`src/rtl/baud_rate_gen.sv`:
```
// baud_rate_gen: free-running divide-by-N_COUNT single-cycle tick strobe
module baud_rate_gen #(
    parameter int N_BITS  = 8,
    parameter int N_COUNT = 163
) (
    input  logic clock,
    input  logic reset,
    output logic tick
);
    localparam logic [N_BITS-1:0] LAST = N_BITS'(N_COUNT - 1);
    if (N_COUNT < 2 || 64'(N_COUNT) > (64'd1 << N_BITS)) begin : g_bad_params
        $error("baud_rate_gen: N_COUNT must lie in 2 .. 2**N_BITS");
    end
    logic [N_BITS-1:0] cnt_q, cnt_d;
    logic              tick_q, tick_d;
    // wrap to zero and raise the strobe on the last count of each period
    always_comb begin
        tick_d = cnt_q == LAST;
        cnt_d  = tick_d ? '0 : cnt_q + N_BITS'(1);
    end
    // counter and registered strobe, cleared by synchronous reset
    always_ff @(posedge clock) begin
        if (reset) begin
            cnt_q  <= '0;
            tick_q <= 1'b0;
        end else begin
            cnt_q  <= cnt_d;
            tick_q <= tick_d;
        end
    end
    assign tick = tick_q;
endmodule

```
`config.mk`:
```
export PLATFORM = sky130hd
export DESIGN_NAME = baud_rate_gen
export DESIGN_NICKNAME = d
export VERILOG_FILES = /design/src/rtl/baud_rate_gen.sv
export SDC_FILE = /design/constraint.sdc
export NUM_CORES = 1
export LEC_CHECK = 0
export ABC_AREA = 1
export ABC_CLOCK_PERIOD_IN_PS = 2300
export BUFFER_PORTS_ARGS = -buffer_cell sky130_fd_sc_hd__clkbuf_2
export CAP_MARGIN = 20
export CORE_AREA = 5 5 42 44
export DETAILED_ROUTE_END_ITERATION = 10
export DIE_AREA = 0 0 47 49
export GPL_ROUTABILITY_DRIVEN = 0
export PLACE_DENSITY = 0.46
export SLEW_MARGIN = 20
export SYNTH_ARGS = -nofsm -noshare
export SYNTH_HDL_FRONTEND = slang
export SYNTH_SLANG_ARGS = --single-unit
export TNS_END_PERCENT = 100
```
`constraint.sdc`:
```
create_clock -name clock -period 2.3 [get_ports clock]
set_clock_uncertainty 0.05 [all_clocks]
set_input_delay 0.23 -clock clock [delete_from_list [all_inputs] [get_ports clock]]
set_output_delay 0.23 -clock clock [all_outputs]
set_load 0.01 [all_outputs]
```
==> results of run 1 <==
## power by group through the flow
stage / Combinational (mW) / Sequential (mW) / Clock, mW
after floorplan: 0.0143 / 0.168 / 0
after global placement: 0.0174 / 0.169 / 0
after detailed placement: 0.0176 / 0.169 / 0
after CTS: 0.0178 / 0.166 / 0.130
after global routing: 0.0192 / 0.166 / 0.138
final: 0.0172 / 0.166 / 0.125
## stage by stage
step | util, % | instances | area (um2)
global route | 35.3 | 78 | 494
global placement | 33.4 | 74 | 468
detailed placement | 33.4 | 74 | 468
finish | 35.3 | 78 | 494
CTS | 35.3 | 78 | 494
floorplan | - | 56 | 438
## cells by family (layout without fill, tap and decap cells)
kind of cell / Yosys count / count (layout) / share of synthesized area, %
AND/OR/NAND/NOR: 30 / 30 / 34.0
flip-flops: 9 / 9 / 41.1
buffers and inverters: 8 / 14 / 6.86
AO/OA/AOI/OAI: 6 / 6 / 10.3
adder cells (fa/ha/maj): 2 / 2 / 5.71
XOR/XNOR: 1 / 1 / 2.00
## cell type report
class / count / area share [%]
Multi-Input combinational cell: 39 / 46.1
Sequential cell: 9 / 36.5
Inverter: 8 / 6.08
Clock buffer: 4 / 5.32
Tap cell: 16 / 4.05
Timing Repair Buffer: 2 / 2.03
## path summary, 6_finish.rpt
kind / startpoint / end / slack (ns) / depth (start not counted)
worst min register to register: cnt_q[0]$_SDFF_PP0_ / cnt_q[0]$_SDFF_PP0_ / 0.42 / 1
worst max-delay path: cnt_q[0]$_SDFF_PP0_ / cnt_q[0]$_SDFF_PP0_ / 1.07 / 7
worst max register to register: cnt_q[0]$_SDFF_PP0_ / cnt_q[0]$_SDFF_PP0_ / 1.07 / 7
worst min-delay path: reset / tick$_SDFF_PP0_ / 0.09 / 2
## sequential cells by signal (all words and copies together), names as in the netlist
name	count
tick	1
cnt_q	8
## metal layers
| metal | vias to the layer above | part of all wire, % | wire (um) | GRT usage, % |
|---|---|---|---|---|
| li1 | 187 | - | - | - |
| met1 | 146 | 52 | 385 | 10.8 |
| met2 | 2 | 43 | 317 | 8.82 |
| met3 | 2 | 3.6 | 27 | 3.32 |
| met4 | 0 | 2.1 | 16 | 6.91 |
| met5 | - | 0 | 0 | 0 |
## cell usage in the layout (no fill, tap or decap)
master | synthesis | routed
sky130_fd_sc_hd__a21oi_2 | 4 | 4
sky130_fd_sc_hd__clkbuf_1 | 0 | 1
sky130_fd_sc_hd__clkbuf_2 | 0 | 2
sky130_fd_sc_hd__clkbuf_4 | 0 | 3
sky130_fd_sc_hd__dfxtp_1 | 9 | 9
sky130_fd_sc_hd__ha_1 | 2 | 2
sky130_fd_sc_hd__inv_1 | 8 | 8
sky130_fd_sc_hd__nand2_1 | 12 | 12
sky130_fd_sc_hd__nand2_2 | 2 | 2
sky130_fd_sc_hd__nand2_4 | 1 | 1
sky130_fd_sc_hd__nand3_1 | 3 | 3
sky130_fd_sc_hd__nand3b_1 | 2 | 2
sky130_fd_sc_hd__nand4_1 | 1 | 1
sky130_fd_sc_hd__nor2_1 | 7 | 7
sky130_fd_sc_hd__nor2_2 | 1 | 1
sky130_fd_sc_hd__nor2_4 | 1 | 1
sky130_fd_sc_hd__o21ai_0 | 2 | 2
sky130_fd_sc_hd__xnor2_1 | 1 | 1
==> qor.tcl, run 1 <==
set qor(status) {finished, final reports clean}
set qor(core.rowCount) 14
set qor(crit_fanout) 8
set qor(design.final.nets) 67
set qor(timing_worst_slew_pin_value_ns) 0.222
set qor(synth.lib_cells_used.distinct) 15
set qor(rsz0062_at_grt) {false}
set qor(static-leakage-power_nw) 0.191
set qor(post-synth-top-count-cell) {sky130_fd_sc_hd__nand2_1}
set qor(post_drt_wl_per_cell_um) 9.55
set qor(async_sr_flop_fraction_pct) 0
set qor(most_common_cell_on_crit_path) {sky130_fd_sc_hd__nor2_1}
set qor(synth.net_count) 60
set qor(final.period_utilization_pct) 53.6
set qor(via_per_inst) 4.32
set qor(fillCellCount) 170
set qor(grt_pass1_wl_mm) 1.26
set qor(power.switching_fraction_pct) 24.0
set qor(path_delay_family) {simple AND/OR/NAND/NOR gates}
set qor(coreArea_mm2) 0.00140
set qor(clock.fmax_mhz) 812
set qor(htree_levels) 1
set qor(seqCellArea_um2) 180
set qor(power_report.internal_total_mw) 0.234
set qor(cts_buffer_depth) 2
set qor(die_w_um) 47
set qor(ctsRootBufferMaster) {sky130_fd_sc_hd__clkbuf_4}
set qor(final-setup-viol-count) 0
set qor(clk_latency_ns) 0.26
set qor(minimum_clock_period_after_layout_ns) 1.23
set qor(synthToLayoutAreaGrowth_pct) 12.9
set qor(synth_top_cells_by_count) {12 x sky130_fd_sc_hd__nand2_1, 9 x sky130_fd_sc_hd__dfxtp_1, 8 x sky130_fd_sc_hd__inv_1}
set qor(numClockSinks) 9
set qor(ys.flop_type) {sky130_fd_sc_hd__dfxtp_1}
set qor(syn_area_um2) 438
set qor(seq_power_share_pct) 53.8
set qor(cts.repair_timing.setup_buffer_count) 0
set qor(worst_slew_margin_rel_pct) 85.1
set qor(post_cts.resized_instances) 0
set qor(synth-edff-count) 0
set qor(fraction_of_final_layout_cells_with_drive_strength_greater_than_1_pct) 22.6
set qor(post-route-worst-setup-slack_ns) 1.07
set qor(track_usage_pct) 7.89
set qor(timing.critical_path.slowest_cell_delay_ns) 0.34
set qor(final-max-slew-violation-count) 0
set qor(crit_path_cell_trace) {inv_1 -> ha_1 -> nand2_1 -> nor2_1 -> nand2_2 -> nand2_4 -> nor2_1}
set qor(grt_start_max_net_pins) 9
set qor(cts_hold_buffers) 0
set qor(cts-buffers-inserted) 3
set qor(endpoint_kind) {flip-flop}
set qor(globalRouteOverflowTotal) 0
set qor(grt_antenna_before_repair) 0
set qor(drv_cap) 0
set qor(residual_drc) 0
set qor(crit_buf_inv) 1
set qor(cp.required_ns) 2.41
set qor(postSynthCellCount) 56
set qor(report.power.total_mw) 0.308
set qor(syn-mean-instance-area_um2) 7.82
set qor(pwr-share-clk_pct) 40.7
set qor(die_h_um) 49
set qor(detailedPlace.worstSlack_ns) 1.07
set qor(synth-warning-count) 0
set qor(first_global_vias) 279
set qor(floorplan.io_pins) 3
set qor(dr.first_iter.drc_count) 1
set qor(synth_top_cells_by_area) {sky130_fd_sc_hd__dfxtp_1 41%, sky130_fd_sc_hd__nand2_1 10%, sky130_fd_sc_hd__a21oi_2 8.0%, sky130_fd_sc_hd__inv_1 6.9%, sky130_fd_sc_hd__nor2_1 6.0%}
set qor(timing.final.hold_violations) 0
set qor(drtAntennaViolNets) 0
set qor(detailroute.via_count) 337
set qor(pwr_density_cell_mw_per_mm2) 624
set qor(p_comb_share_pct) 5.6
set qor(setup.worst_path.start_class) {flip-flop}
set qor(worst_ir_drop_vdd_v) 0.000302
set qor(detail_route.wirelength_um) 745
set qor(synthDominantAreaCellType) {sky130_fd_sc_hd__dfxtp_1}
set qor(crit_type) {reg2reg}
set qor(cp_data_arrival_time_ns) 1.34
set qor(cell_with_the_largest_stage_delay_on_the_worst_path) {sky130_fd_sc_hd__dfxtp_1}
set qor(first_pass_iters) 2
set qor(start_util_pct) 31.3
set qor(net-switching-power_mw) 0.0738
set qor(antenna_cells_inserted) 0
set qor(dieArea_mm2) 0.00230
set qor(final.hold.worst_slack_ns) 0.0863
set qor(port_buffers) 2
set qor(hold_path_class) {in2reg}
set qor(tritoncts) {yes}
set qor(setup_tns_ns) 0
set qor(synth.top_cell.area_share_pct) 41.1
set qor(place.detailed.hpwl_um) 549
set qor(multi_input_comb_area_um2) 228
set qor(cts.clk_slew.worst_paths_ns) 0.06
set qor(synth-seq-cells) 9
set qor(synth.yosys.seq_area_share_pct) 41.1
Power figures use the tool's default switching activity.
==> run 2: changes to the inputs <==
Settings changed: ABC_CLOCK_PERIOD_IN_PS 2300 to 1200.
Clock period 2.3 ns to 1.2 ns, I/O delays scaled along.
==> run 2 against run 1 <==
Net effect: critical path depth is the same; core utilization grew 4.1 points; largest power group unchanged; total power is 99% higher; critical endpoint is now cnt_q[2]$_SDFF_PP0_; wire length fell by 2.0%; clock power increased by 89%.
==> qor.tcl, run 2 (synthesis gave the netlist of run 1 again) <==
set qor(fillCellCount) 157
set qor(registers.top_by_ff_count) {cnt_q}
set qor(clk_latency_ns) 0.26
set qor(worst_slew_margin_rel_pct) 85.5
set qor(antenna_cells_inserted) 0
set qor(static-leakage-power_nw) 0.207
set qor(cts-buffers-inserted) 3
set qor(setup.worst_path.start_class) {flip-flop}
set qor(via_per_inst) 4.33
set qor(cts.clk_slew.worst_paths_ns) 0.06
set qor(first_global_vias) 318
set qor(final-setup-viol-count) 0
set qor(crit_path_cell_trace) {inv_4 -> ha_4 -> nand2_2 -> nor2_4 -> nand2_2 -> nand2_4 -> nor2_1}
set qor(die_h_um) 49
set qor(tritoncts) {yes}
set qor(pwr_density_cell_mw_per_mm2) 1110
set qor(final-max-slew-violation-count) 0
set qor(grt_pass1_wl_mm) 1.29
set qor(residual_drc) 0
set qor(layout.cells.most_common) {sky130_fd_sc_hd__nand2_1}
set qor(post_drt_wl_per_cell_um) 9.01
set qor(final.hold.worst_slack_ns) 0.399
set qor(hold_path_class) {reg2reg}
set qor(cp_data_arrival_time_ns) 1.23
set qor(numClockSinks) 9
set qor(globalRouteOverflowTotal) 0
set qor(crit_fanout) 8
set qor(port_buffers) 2
set qor(start_util_pct) 31.3
set qor(largest_register_ff_count) 8
set qor(layout.cell_area.non_filler_um2) 552
set qor(detailroute.via_count) 351
set qor(grt_antenna_before_repair) 0
set qor(htree_levels) 1
set qor(detail_route.wirelength_um) 730
set qor(die_w_um) 47
set qor(first_pass_iters) 4
set qor(seqCellArea_um2) 185
set qor(dpl-instance-area_um2) 483
set qor(grt_start_max_net_pins) 9
set qor(track_usage_pct) 8.11
set qor(worst_ir_drop_vdd_v) 0.000605
set qor(endpoint_kind) {flip-flop}
set qor(floorplan.io_pins) 3
set qor(dieArea_mm2) 0.00230
set qor(drv_cap) 0
set qor(cp.required_ns) 1.30
set qor(timing.critical_path.slowest_cell_delay_ns) 0.36
set qor(timing_worst_slew_pin_value_ns) 0.215
set qor(minimum_clock_period_after_layout_ns) 1.13
set qor(core.rowCount) 14
set qor(cts_buffer_depth) 2
set qor(timing.final.hold_violations) 0
set qor(design.final.nets) 70
set qor(dr.first_iter.drc_count) 5
set qor(fraction_of_final_layout_cells_with_drive_strength_greater_than_1_pct) 35.4
set qor(place.detailed.hpwl_um) 546
set qor(crit_type) {reg2reg}
set qor(multi_input_comb_area_um2) 253
set qor(clock.fmax_mhz) 887
set qor(cell_with_the_largest_stage_delay_on_the_worst_path) {sky130_fd_sc_hd__dfxtp_4}
set qor(status) {finished, final reports clean}
set qor(layout_common_cells) {11 x sky130_fd_sc_hd__nand2_1, 7 x sky130_fd_sc_hd__inv_1, 7 x sky130_fd_sc_hd__dfxtp_1}
set qor(coreArea_mm2) 0.00140
set qor(drtAntennaViolNets) 0
set qor(most_common_cell_on_crit_path) {sky130_fd_sc_hd__nand2_2}
set qor(final_util_pct) 39.4
set qor(final.period_utilization_pct) 93.9
set qor(ctsRootBufferMaster) {sky130_fd_sc_hd__clkbuf_4}
set qor(synthToLayoutAreaGrowth_pct) 26.0
-- run 2: timing repair --
action                                  4_1_cts  5_1_grt
endpoints found under the setup margin        0        8
hold buffers                                  1        0
hold endpoints to repair                      1        0
gates resized for setup                       0       11
buffers inserted                              0        0
-- run 2: final cells by class --
type | count | share of cell area (%)
Sequential cell | 9 | 33.6
Multi-Input combinational cell | 39 | 45.8
Inverter | 8 | 5.90
Timing Repair Buffer | 5 | 6.35
Tap cell | 16 | 3.63
Clock buffer | 4 | 4.76
-- run 2: metal layers --
layer  vias up  global-route usage [%]  routed length (um)
met1       152                    10.4                 341
met2         4                    9.95                 345
met3         2                    5.54                  31
met5         -                       0                   0
met4         0                    4.15                  11
li1        193                       -                   -
-- run 2: metrics by stage --
step | setup TNS [ns] | std cells | power (mW) | worst slack, ns
final | 0 | 81 | 0.613 | 0.0730
after global routing | -0.0165 | 81 | 0.656 | -0.00715
after CTS | 0 | 81 | 0.611 | 0.00485
after detailed placement | 0 | 76 | 0.367 | 0.0128
after global placement | 0 | 76 | 0.366 | 0.0178
after floorplan | 0 | 56 | 0.350 | 0.0951
-- run 2: power by group --
group          internal [mW]  switching, mW  total, mW
combinational         0.0293         0.0278     0.0571
sequential             0.308         0.0116      0.319
clock                  0.128          0.108      0.236
-- run 2: final timing paths --
path,from,slack [ns],to,cells past startpoint
min reg2reg,cnt_q[0]$_SDFF_PP0_,0.40,cnt_q[0]$_SDFF_PP0_,1
max,cnt_q[0]$_SDFF_PP0_,0.07,cnt_q[2]$_SDFF_PP0_,7
min,cnt_q[0]$_SDFF_PP0_,0.40,cnt_q[0]$_SDFF_PP0_,1
max reg2reg,cnt_q[0]$_SDFF_PP0_,0.07,cnt_q[2]$_SDFF_PP0_,7
-- run 2: critical path, delay by kind of cell (launching register included) --
| family | cells | cell delay (ns) |
|---|---|---|
| AND/OR/NAND/NOR | 5 | 0.42 |
| flip-flops | 1 | 0.36 |
| adder cells (fa/ha/maj) | 1 | 0.12 |
| buffers and inverters | 1 | 0.06 |
==> run 3: changes to the inputs <==
==> constraint.sdc (replaced) <==
create_clock -name clock -period 1.2 [get_ports clock]
set_clock_uncertainty 0.05 [all_clocks]
set_input_delay 0.18 -clock clock [delete_from_list [all_inputs] [get_ports clock]]
set_output_delay 0.18 -clock clock [all_outputs]
set_load 0.01 [all_outputs]
==> run 3 against run 2 <==
Net effect: count of clock-buffer cells in the layout stayed put; critical path depth stayed put; sequential cell count stayed put; wire length is 0.41% lower; setup slack stayed put; sequential power hardly changed; non-clock buffer count is 1 lower; first-iteration DRC count stayed put; register-to-register slack hardly changed; total power is 0.41% lower; global-route usage stayed put; fmax stayed put.
==> qor.tcl, run 3 (synthesis gave the netlist of run 1 again) <==
set qor(fraction_of_final_layout_cells_with_drive_strength_greater_than_1_pct) 35.9
set qor(cp.required_ns) 1.30
set qor(worstHoldStart) {reset}
set qor(port_buffers) 2
set qor(start_util_pct) 31.3
set qor(layout.cell_area.non_filler_um2) 542
set qor(power_report.internal_total_mw) 0.463
set qor(via_per_inst) 4.34
set qor(antenna_cells_inserted) 0
set qor(timing.final.hold_violations) 0
set qor(first_global_vias) 316
set qor(htree_levels) 1
set qor(worst_ir_drop_vdd_v) 0.000605
set qor(largest_register_ff_count) 8
set qor(p_comb_share_pct) 9.0
set qor(timing.critical_path.slowest_cell_delay_ns) 0.36
set qor(r2r.worst_path.cells) 7
set qor(minimum_clock_period_after_layout_ns) 1.13
set qor(place.detailed.hpwl_um) 546
set qor(floorplan.io_pins) 3
set qor(cp_data_arrival_time_ns) 1.23
set qor(hold_path_class) {in2reg}
set qor(report.power.total_mw) 0.610
set qor(fillCellCount) 157
set qor(timing_worst_slew_pin_value_ns) 0.215
set qor(cts_hold_buffers) 0
set qor(worst-r2r-setup-slack_ns) 0.07
set qor(endpoint_kind) {flip-flop}
set qor(grt_pass1_wl_mm) 1.29
set qor(dr.first_iter.drc_count) 5
set qor(crit_type) {reg2reg}
set qor(setup.worst_path.start_class) {flip-flop}
set qor(crit_fanout) 8
set qor(worst_hold_endpoint) {tick$_SDFF_PP0_}
set qor(holdPathStages) 2
set qor(dieArea_mm2) 0.00230
set qor(detailroute.via_count) 347
set qor(post_drt_wl_per_cell_um) 9.09
set qor(clock.fmax_mhz) 887
set qor(globalRouteOverflowTotal) 0
set qor(core.rowCount) 14
set qor(static-leakage-power_nw) 0.203
set qor(cts_buffer_depth) 2
set qor(drv_cap) 0
set qor(final_util_pct) 38.7
set qor(layout_common_cells) {11 x sky130_fd_sc_hd__nand2_1, 7 x sky130_fd_sc_hd__inv_1, 7 x sky130_fd_sc_hd__dfxtp_1}
set qor(die_w_um) 47
set qor(power.switching_fraction_pct) 24.1
set qor(numClockSinks) 9
set qor(drtAntennaViolNets) 0
set qor(grt_start_max_net_pins) 9
set qor(layout.cells.most_common) {sky130_fd_sc_hd__nand2_1}
set qor(synthToLayoutAreaGrowth_pct) 23.7
set qor(final-setup-viol-count) 0
set qor(pwr_density_cell_mw_per_mm2) 1130
set qor(ctsRootBufferMaster) {sky130_fd_sc_hd__clkbuf_4}
set qor(worst_slew_margin_rel_pct) 85.5
set qor(post-route-worst-setup-slack_ns) 0.0730
set qor(final-max-slew-violation-count) 0
set qor(die_h_um) 49
set qor(most_common_cell_on_crit_path) {sky130_fd_sc_hd__nand2_2}
set qor(status) {finished, final reports clean}
set qor(r2r-start) {cnt_q[0]$_SDFF_PP0_}
set qor(clk_latency_ns) 0.26
set qor(seq_power_share_pct) 52.3
set qor(registers.top_by_ff_count) {cnt_q}
set qor(tritoncts) {yes}
set qor(detail_route.wirelength_um) 727
set qor(final.period_utilization_pct) 93.9
set qor(track_usage_pct) 8.11
set qor(design.final.nets) 69
set qor(grt_antenna_before_repair) 0
set qor(detailedPlace.worstSlack_ns) 0.0128
set qor(dpl-instance-area_um2) 483
set qor(first_pass_iters) 4
set qor(crit_path_cell_trace) {inv_4 -> ha_4 -> nand2_2 -> nor2_4 -> nand2_2 -> nand2_4 -> nor2_1}
set qor(net-switching-power_mw) 0.147
set qor(coreArea_mm2) 0.00140
set qor(pwr-share-clk_pct) 38.7
set qor(cts.clk_slew.worst_paths_ns) 0.06
set qor(residual_drc) 0
set qor(cts-buffers-inserted) 3
set qor(r2r-end) {cnt_q[2]$_SDFF_PP0_}
set qor(cell_with_the_largest_stage_delay_on_the_worst_path) {sky130_fd_sc_hd__dfxtp_4}
-- run 3: cell types whose count changed in the layout (fill, tap and decap cells not counted), sizes merged --
cell	delta
dlygate4sd3	-1
-- run 3: power groups by stage --
stage | clock (mW) | sequential, mW | combinational, mW
floorplan | 0 | 0.322 | 0.0274
global placement | 0 | 0.323 | 0.0429
detailed placement | 0 | 0.323 | 0.0434
CTS | 0.249 | 0.316 | 0.0434
global route | 0.271 | 0.321 | 0.0611
finish | 0.236 | 0.319 | 0.0547
-- run 3: routing by layer --
metal | routed length [um] | share of wire, % | global-route usage, %
met1 | 338 | 46 | 10.4
met2 | 346 | 48 | 9.95
met3 | 31 | 4.3 | 5.54
met4 | 11 | 1.5 | 4.15
met5 | 0 | 0 | 0
-- run 3: worst max path at each step --
stage                        start                  end  slack (ns)  depth (start not counted)
2_1_floorplan  cnt_q[0]$_SDFF_PP0_  cnt_q[2]$_SDFF_PP0_         0.1                          7
6_report       cnt_q[0]$_SDFF_PP0_  cnt_q[2]$_SDFF_PP0_        0.07                          7
4_1_cts        cnt_q[0]$_SDFF_PP0_  cnt_q[1]$_SDFF_PP0_       0.005                          7
5_1_grt        cnt_q[0]$_SDFF_PP0_  cnt_q[5]$_SDFF_PP0_      -0.007                          7
3_3_place_gp   cnt_q[0]$_SDFF_PP0_  cnt_q[1]$_SDFF_PP0_        0.02                          7
3_5_place_dp   cnt_q[0]$_SDFF_PP0_  cnt_q[1]$_SDFF_PP0_        0.01                          7
-- run 3: repair_timing --
action | 4_1_cts | 5_1_grt
endpoints found under the setup margin | 0 | 8
buffers inserted | 0 | 0
resized for setup | 0 | 11
-- run 3: layout make-up --
| class | count | area [um2] | area share (%) |
|---|---|---|---|
| Multi-Input combinational cell | 39 | 253 | 46.7 |
| Tap cell | 16 | 20.0 | 3.70 |
| Timing Repair Buffer | 4 | 25.0 | 4.62 |
| Sequential cell | 9 | 185 | 34.2 |
| Inverter | 8 | 32.5 | 6.00 |
| Clock buffer | 4 | 26.3 | 4.85 |
-- run 3: metrics by stage --
step / instances / hold WS (ns) / setup TNS, ns
after floorplan: 56 / 0.202 / 0
after global placement: 76 / 0.306 / 0
after detailed placement: 76 / 0.310 / 0
after CTS: 80 / 0.0308 / 0
after global routing: 80 / 0.0429 / -0.0165
final: 80 / 0.0337 / 0
-- run 3: critical path: cells and delay by family, from the launching register on --
kind / cells / cell delay, ns
and+or+nand+nor: 5 / 0.42
DFF: 1 / 0.36
adders and majority gates: 1 / 0.12
buffers and inverters: 1 / 0.06
